<file path="config.mk">
export PLATFORM = sky130hd
export DESIGN_NAME = sb_decoder
export DESIGN_NICKNAME = d
export VERILOG_FILES = /design/src/rtl/sb_decoder.sv
export SDC_FILE = /design/constraint.sdc
export NUM_CORES = 1
export LEC_CHECK = 0
export BUFFER_PORTS_ARGS = -buffer_cell sky130_fd_sc_hd__buf_2
export CAP_MARGIN = 20
export CORE_AREA = 2 2 75 77
export DETAILED_ROUTE_END_ITERATION = 7
export DIE_AREA = 0 0 77 79
export GPL_TIMING_DRIVEN = 0
export PLACE_DENSITY = 0.74
export SLEW_MARGIN = 20
export SYNTH_ARGS = -nofsm -noshare
export SYNTH_HDL_FRONTEND = slang
export SYNTH_SLANG_ARGS = --single-unit
</file>
<file path="constraint.sdc">
create_clock -name sb_clk -period 2.3 [get_ports sb_clk]
set_input_delay 0.46 -clock sb_clk [delete_from_list [all_inputs] [get_ports sb_clk]]
set_output_delay 0.46 -clock sb_clk [all_outputs]
set_load 0.05 [all_outputs]
</file>
<file path="src/rtl/sb_decoder.sv">
// SB bus address decoder and response mux with a built-in two-cycle ERROR default slave.
// Optional watchdog abort of a stalled slave when SB_DEC_TIMEOUT_EN is defined.
module sb_decoder #(
  parameter int TIMEOUT_CYCLES = 64,
  parameter int TIMEOUT_W      = 8
) (
  input  logic        sb_clk,
  input  logic        sb_reset,
  input  logic [31:0] sb_addr,
  input  logic [1:0]  sb_trans,
  output logic        sb_sel_s1,
  output logic        sb_sel_s2,
  output logic        sb_sel_s3,
  input  logic        sb_ready_s1,
  input  logic        sb_ready_s2,
  input  logic        sb_ready_s3,
  input  logic [1:0]  sb_resp_s1,
  input  logic [1:0]  sb_resp_s2,
  input  logic [1:0]  sb_resp_s3,
  input  logic [31:0] sb_data_s1,
  input  logic [31:0] sb_data_s2,
  input  logic [31:0] sb_data_s3,
  input  logic [1:0]  sb_split_s1,
  input  logic [1:0]  sb_split_s2,
  input  logic [1:0]  sb_split_s3,
  output logic        sb_ready,
  output logic [1:0]  sb_resp,
  output logic [31:0] sb_rdata,
  output logic [1:0]  sb_split,
  output logic        sb_dec_timeout
);

  typedef enum logic [1:0] {DS_NORM = 2'd0, DS_ERR1 = 2'd1, DS_ERR2 = 2'd2} ds_state_t;
  typedef enum logic [1:0] {SEL_NONE = 2'd0, SEL_S1 = 2'd1, SEL_S2 = 2'd2, SEL_S3 = 2'd3} sel_t;

  localparam logic [1:0] RESP_OKAY  = 2'd1;
  localparam logic [1:0] RESP_ERROR = 2'd2;
  localparam logic [TIMEOUT_W-1:0] TMO_LAST = TIMEOUT_W'(TIMEOUT_CYCLES - 1);

  ds_state_t state_q, state_d;
  sel_t      dsel_q, dsel_d;
  sel_t      dec_sel;
  logic      dec_unmapped;
  logic      ready_mux;
  logic      wd_fire;

  // Only NONSEQ/SEQ (trans[1]=1) carry an address; low 12 bits are the in-slave offset.
  always_comb begin
    dec_sel      = SEL_NONE;
    dec_unmapped = 1'b0;
    if (sb_trans[1]) begin
      if (sb_addr[31:14] != 18'd0 || sb_addr[13:12] == 2'd0) begin
        dec_unmapped = 1'b1;
      end else begin
        dec_sel = sel_t'(sb_addr[13:12]);
      end
    end
  end

  always_comb begin
    ready_mux = 1'b1;
    sb_resp   = RESP_OKAY;
    sb_rdata  = 32'd0;
    case (state_q)
      DS_ERR1: begin
        ready_mux = 1'b0;
        sb_resp   = RESP_ERROR;
      end
      DS_ERR2: begin
        ready_mux = 1'b1;
        sb_resp   = RESP_ERROR;
      end
      default: begin
        case (dsel_q)
          SEL_S1: begin
            ready_mux = sb_ready_s1;
            sb_resp   = sb_resp_s1;
            sb_rdata  = sb_data_s1;
          end
          SEL_S2: begin
            ready_mux = sb_ready_s2;
            sb_resp   = sb_resp_s2;
            sb_rdata  = sb_data_s2;
          end
          SEL_S3: begin
            ready_mux = sb_ready_s3;
            sb_resp   = sb_resp_s3;
            sb_rdata  = sb_data_s3;
          end
          default: begin
            ready_mux = 1'b1;
            sb_resp   = RESP_OKAY;
            sb_rdata  = 32'd0;
          end
        endcase
      end
    endcase
  end

  assign sb_ready = ready_mux;
  assign sb_split = sb_split_s1 | sb_split_s2 | sb_split_s3;

`ifdef SB_DEC_TIMEOUT_EN
  logic [TIMEOUT_W-1:0] wd_cnt_q, wd_cnt_d;
  logic                 wd_wait;

  // A ready slave in the final cycle clears wd_wait, so the slave wins over the abort.
  assign wd_wait = (state_q == DS_NORM) && (dsel_q != SEL_NONE) && !ready_mux;
  assign wd_fire = wd_wait && (wd_cnt_q == TMO_LAST);

  always_comb begin
    wd_cnt_d = '0;
    if (wd_wait && !wd_fire) begin
      wd_cnt_d = wd_cnt_q + 1'b1;
    end
  end

  always_ff @(posedge sb_clk or posedge sb_reset) begin
    if (sb_reset) begin
      wd_cnt_q <= '0;
    end else begin
      wd_cnt_q <= wd_cnt_d;
    end
  end
`else
  logic [TIMEOUT_W-1:0] unused_tmo;
  assign unused_tmo = TMO_LAST;
  assign wd_fire    = 1'b0;
`endif

  assign sb_dec_timeout = wd_fire;

  always_comb begin
    state_d = state_q;
    dsel_d  = dsel_q;
    case (state_q)
      DS_ERR1: begin
        state_d = DS_ERR2;
        dsel_d  = SEL_NONE;
      end
      default: begin
        if (wd_fire) begin
          state_d = DS_ERR1;
          dsel_d  = SEL_NONE;
        end else if (ready_mux) begin
          // ERR2 presents ready=1, so it loads the next address like DS_NORM.
          if (dec_unmapped) begin
            state_d = DS_ERR1;
            dsel_d  = SEL_NONE;
          end else begin
            state_d = DS_NORM;
            dsel_d  = dec_sel;
          end
        end
      end
    endcase
  end

  always_ff @(posedge sb_clk or posedge sb_reset) begin
    if (sb_reset) begin
      state_q <= DS_NORM;
      dsel_q  <= SEL_NONE;
    end else begin
      state_q <= state_d;
      dsel_q  <= dsel_d;
    end
  end

  assign sb_sel_s1 = (dsel_q == SEL_S1);
  assign sb_sel_s2 = (dsel_q == SEL_S2);
  assign sb_sel_s3 = (dsel_q == SEL_S3);

  logic unused_in;
  assign unused_in = ^{sb_addr[11:0], sb_trans[0]};

endmodule

</file>
==> impl_metrics.toml, run 1 <==
[floorplan]
die_w_um = 77
rows = 27
ios = 188
die_area_um2 = 6080
core_region_area_um2 = 5340
die_height_um = 79
initial_utilization_pct = 23.6

[logic_synthesis]
syn_inst = 160
ys_seq_area_share_pct = 7.94
ys_warn_count = 0
syn_avg_cell_area_um2 = 7.88
synth_area_um2 = 1260
ys_types = 26
ys_ff_latch = 4
synth_fp_nets = 309

[route]
drt-total-wl_um = 5130
drtIter0Drc = 25
wl_per_cell_um = 12.6
via_per_inst = 4.64
routed.top_layer = "met4"
wl_met3_um = 397
postRouteAntennaNets = 0
wl_met2_um = 2770
drc_errors = 0
drt_pass1_iterations = 4
vias = 1895
m1WireLength_um = 1940

[layout]
multiInputGateArea_um2 = 1150
layout_commonest_cell = "buf_2"
layout_common_cells = "buf_2, mux2_2, a22oi_1"
diodes = 0
syn_to_final_growth_pct = 90.9
drive_gt1_share_pct = 77.1
fin_nets = 487
fillers = 560
regArea_um2 = 100

[critical_path]
cp_common_cell = "buf_6"
worst_ep_required_time_ns = 1.84
crit_arrival_ns = 1.75
path_cells = "buf_6 > buf_6 > mux2_2 > a22oi_1 > nor2b_2 > clkbuf_4"
max_stage_delay_ns = 0.37
cp-end-kind = "primary output"
worstSetupPathType = "flip-flop to primary output"
crit_path_start_kind = "flip-flop"
cp_max_fo = 10
slowest_stage = "dfrtp_1"

[sta]
fmax_mhz = 453
finalHoldViolCount = 0
min_period_over_period_pct = 95.9
finalSetupViolCount = 0
slew_violations = 0
holdWs_ns = 0.115
totalNegativeSetupSlack_ns = 0
finalCriticalPeriod_ns = 2.21
clock_skew_ns = 0.00143

[status]
status = "finished clean"

[clock_tree]
path_clk_slew_ns = 0.03
cts_sinks = 4
cts.path.max_buffers = 2
htreeDepth = 1
cts_buffers = 3
cts_tree = "built"
root_buffer = "clkbuf_8"
insertion_delay_ns = 0.21

[flow_run]
maxCapViolations = 0

[placement]
io_buffers = 173
hpwl_um = 4340
gp_congestion = 0.730

[grt]
grt_pass1_vias = 1865
grt-ovfl-total = 0
grt_max_degree = 11
grt_pass1_wl_um = 7960
grt_antenna_before_repair = 0
grt_use_total_pct = 15.7

[pwr]
peakVddDrop_mv = 0.478
power_leakage_nw = 1.22
pwr_density_cell_nw_per_um2 = 489

[worst_hold_path]
hold_path_class = "input port to async pin"
-- area by class of cell --
cell class                      count  share of cell area [%]
Tap cell                           72                    3.74
Multi-Input combinational cell    131                    47.9
Timing Repair Buffer              174                    36.5
Sequential cell                     4                    4.16
Clock buffer                        3                    1.72
Buffer                             16                    4.78
Inverter                            8                    1.25
-- metal layers --
metal	global-route usage [%]	vias to the layer above
li1	-	944
met1	16.3	835
met2	33.1	112
met3	2.27	4
met4	3.39	0
met5	0	-
-- where the power goes --
group	switching, W	internal (W)
Combinational	0.000471	0.000457
Clock	0.0000340	0.000111
Sequential	0.0000158	0.0000875
Total	0.000521	0.000656
-- logic make-up (layout without fill, tap and decap cells) --
logic type / count (synthesis) / after routing / synth area share, %
AND/OR/NAND/NOR: 52 / 52 / 25.1
AO/OA/AOI/OAI: 41 / 41 / 24.7
multiplexers: 35 / 35 / 31.2
buffers and inverters: 25 / 201 / 8.83
flip-flops: 4 / 4 / 7.94
adder cells (fa/ha/maj): 2 / 2 / 1.98
other: 1 / 1 / 0.297
-- metrics by stage --
step | util, % | instances | setup WS, ns | cell area, um^2 | power, W
6_report | 45.1 | 408 | 0.0947 | 2410 | 0.00118
5_1_grt | 45.1 | 408 | -0.0224 | 2410 | 0.00127
4_1_cts | 44.0 | 407 | 0.00426 | 2350 | 0.00113
3_5_place_dp | 42.9 | 405 | -0.129 | 2290 | 0.000958
3_3_place_gp | 42.9 | 405 | -0.127 | 2290 | 0.000947
2_1_floorplan | - | 160 | 0.131 | 1340 | 0.000708
-- flip-flops by register name (all words and copies together) (netlist names) --
signal / count
state_q: 2
dsel_q: 2
-- Yosys cell counts --
library cell   n  area [um^2]
a21o_1         1         7.51
a21oi_1        2         10.0
a22oi_1       33          248
and2_1         1         6.26
buf_1          2         7.51
buf_2          5         25.0
buf_4          3         22.5
clkbuf_1       7         26.3
conb_1         1         3.75
dfrtp_1        4          100
ha_1           2         25.0
inv_1          8         30.0
mux2_2        34          383
mux2i_1        1         10.0
nand2_1        4         15.0
nand3_1        1         5.00
nand3b_1       2         15.0
nand4bb_1      1         11.3
nor2_1         2         7.51
nor2b_1       34          213
nor4_1         4         25.0
o21ai_0        1         5.00
o221ai_2       1         15.0
o311ai_0       1         8.76
o41ai_1        2         17.5
or3_1          3         18.8
-- worst max-delay path: cells and delay by family (launching register included) --
family | cells | cell delay, ns
compound gates | 1 | 0.20
buf+inv | 3 | 0.55
flops | 1 | 0.37
mux | 1 | 0.34
simple gates | 1 | 0.06
-- worst paths after layout --
kind                                              from                endpoint  slack [ns]  depth (start not counted)
worst max-delay path             dsel_q[1]$_DFFE_PP0P_            sb_rdata[14]        0.09                          6
worst min-delay path                          sb_reset  state_q[0]$_DFFE_PP0P_        0.12                          2
worst max register to register  state_q[0]$_DFFE_PP0P_  state_q[0]$_DFFE_PP0P_        0.73                          7
worst min register to register  state_q[0]$_DFFE_PP0P_  state_q[0]$_DFFE_PP0P_        0.54                          2
max in group asynchronous                     sb_reset   dsel_q[1]$_DFFE_PP0P_        2.04                          2
min in group sb_clk                        sb_addr[12]   dsel_q[0]$_DFFE_PP0P_        0.51                          3
-- timing repair --
action | 4_1_cts | 5_1_grt
gates resized for setup | 10 | 15
pin swaps | 0 | 0
endpoints found under the setup margin | 33 | 31
buffers inserted | 0 | 1
hold buffers | 0 | 0
No activity file was read; power rests on OpenSTA's default activity.
==> run 2, diff against run 1 <==
--- a/config.mk
+++ b/config.mk
@@ -8,6 +8,8 @@
 export BUFFER_PORTS_ARGS = -buffer_cell sky130_fd_sc_hd__buf_2
 export CAP_MARGIN = 20
 export CORE_AREA = 2 2 75 77
+export CTS_BUF_LIST = sky130_fd_sc_hd__clkbuf_4
+export CTS_CLUSTER_SIZE = 12
 export DETAILED_ROUTE_END_ITERATION = 7
 export DIE_AREA = 0 0 77 79
 export GPL_TIMING_DRIVEN = 0
==> run 2 against run 1 <==
Effect of this change:
- clock skew increased by 0.00083 ns
- clock power shrank 41%
- core utilization is 0.91 points higher
- worst setup slack got worse by 0.0037 ns
- worst hold slack got worse by 0.020 ns
- non-clock buffer count increased by 4
- global-route usage increased by 0.072 points
- cell count up 0.98%
- total power decreased by 4.4%
- sequential power about the same
==> impl_metrics.toml, run 2 (synthesis results as in run 1) <==
[grt]
grt_use_total_pct = 15.8
grt_antenna_before_repair = 0
grt_max_degree = 11
grt-ovfl-total = 0
grt_pass1_wl_um = 7990
grt_pass1_vias = 1869

[sta]
min_period_over_period_pct = 96.0
holdWs_ns = 0.0954
slew_violations = 0
finalHoldViolCount = 0
clock_skew_ns = 0.00227
totalNegativeSetupSlack_ns = 0
finalSetupViolCount = 0
fmax_mhz = 453
finalCriticalPeriod_ns = 2.21
rsz0062_at_grt = "true"

[layout]
drive_gt1_share_pct = 77.9
reg_top3 = "dsel_q x2, state_q x2"
utilization_pct = 46.0
layout_common_cells = "buf_2, mux2_2, a22oi_1"
layout_commonest_cell = "buf_2"
multiInputGateArea_um2 = 1160
diodes = 0
syn_to_final_growth_pct = 94.7
regArea_um2 = 100
fillers = 554
fin_nets = 491

[critical_path]
worst_ep_required_time_ns = 1.84
path_buf_inv = 3
reg2reg_slack_ns = 0.74
cp-end-kind = "primary output"
ff2ff_path_depth = 7
slowest_stage = "dfrtp_1"
path_cells = "buf_6 > buf_6 > mux2_2 > a22oi_1 > nor2b_2 > clkbuf_4"
crit_arrival_ns = 1.75
cp_common_cell = "buf_6"
cp_max_fo = 10
crit_path_start_kind = "flip-flop"
r2r-start = "state_q[0]$_DFFE_PP0P_"
rr_endpoint = "state_q[0]$_DFFE_PP0P_"
cpLargestDelayFamily = "buffers and inverters"
max_stage_delay_ns = 0.37
worstSetupPathType = "flip-flop to primary output"

[clock_tree]
root_buffer = "clkbuf_4"
insertion_delay_ns = 0.23
cts_sinks = 4
cts_hold_buf = 0
path_clk_slew_ns = 0.04
cts_tree = "built"
cts.path.max_buffers = 2
htreeDepth = 1
cts_buffers = 3

[floorplan]
die_w_um = 77
rows = 27
die_height_um = 79
die_area_um2 = 6080
ios = 188
initial_utilization_pct = 23.6
core_region_area_um2 = 5340

[placement]
hpwl_um = 4340
io_buffers = 173
gp_congestion = 0.730

[flow_run]
maxCapViolations = 0

[route]
drtIter0Drc = 23
wl_per_cell_um = 12.5
vias = 1904
drt-total-wl_um = 5170
postRouteAntennaNets = 0
drt_pass1_iterations = 4
via_per_inst = 4.62
drc_errors = 0

[pwr]
power_leakage_nw = 1.23
peakVddDrop_mv = 0.475
pwr_density_cell_nw_per_um2 = 458

[worst_hold_path]
hold_path_class = "input port to async pin"

[status]
status = "finished clean"
==> run 2: cell types whose count changed in the layout (fill, tap and decap cells not counted), sizes merged <==
cell | before | now
buf | 179 | 173
clkbuf | 14 | 24
==> run 2: layout make-up <==
type	count	share of cell area, %
Buffer	16	4.89
Clock buffer	3	0.917
Inverter	8	1.22
Multi-Input combinational cell	131	47.3
Sequential cell	4	4.08
Tap cell	72	3.67
Timing Repair Buffer	178	37.9
==> run 2: what timing repair did <==
action                     4_1_cts  5_1_grt
setup buffers                    0        5
setup endpoints to repair       33       31
resized for setup               11       27
==> run 2: layer usage <==
| layer | track usage (%) | share of wire (%) |
|---|---|---|
| met1 | 16.3 | 38 |
| met2 | 33.3 | 54 |
| met3 | 2.27 | 7.5 |
| met4 | 3.39 | 0.39 |
| met5 | 0 | 0 |
==> run 2: worst max-delay path by stage <==
stage,to,slack [ns],start,depth (start not counted)
6_report,sb_rdata[26],0.09,dsel_q[1]$_DFFE_PP0P_,6
5_1_grt,sb_rdata[30],-0.009,dsel_q[1]$_DFFE_PP0P_,6
4_1_cts,sb_rdata[19],-0.02,dsel_q[1]$_DFFE_PP0P_,6
3_5_place_dp,sb_resp[0],-0.13,state_q[0]$_DFFE_PP0P_,7
3_3_place_gp,sb_resp[0],-0.13,state_q[0]$_DFFE_PP0P_,7
2_1_floorplan,sb_resp[0],0.13,state_q[0]$_DFFE_PP0P_,6
==> run 2: report_power, final <==
group          switching [W]  leakage (nW)  internal [W]
Combinational       0.000470          1.16      0.000466
Clock              0.0000276        0.0138     0.0000583
Sequential         0.0000158        0.0532     0.0000874
Total               0.000513          1.23      0.000612
==> run 2: metrics by stage <==
step / cell area [um^2] / power, W / worst slack, ns / instances
6_report: 2460 / 0.00113 / 0.0910 / 412
5_1_grt: 2460 / 0.00122 / -0.00941 / 412
4_1_cts: 2330 / 0.00108 / -0.0183 / 407
3_5_place_dp: 2290 / 0.000958 / -0.129 / 405
3_3_place_gp: 2290 / 0.000947 / -0.127 / 405
2_1_floorplan: 1340 / 0.000708 / 0.131 / 160
==> run 2: worst reg2reg max path, stage by stage, from the launching register on <==
cell and delay [ns]:
dfrtp_1 0.36, inv_1 0.08, ha_4 0.34, nand2_1 0.10, o221ai_4 0.23, inv_1 0.09
o311ai_0 0.12, a21oi_1 0.11
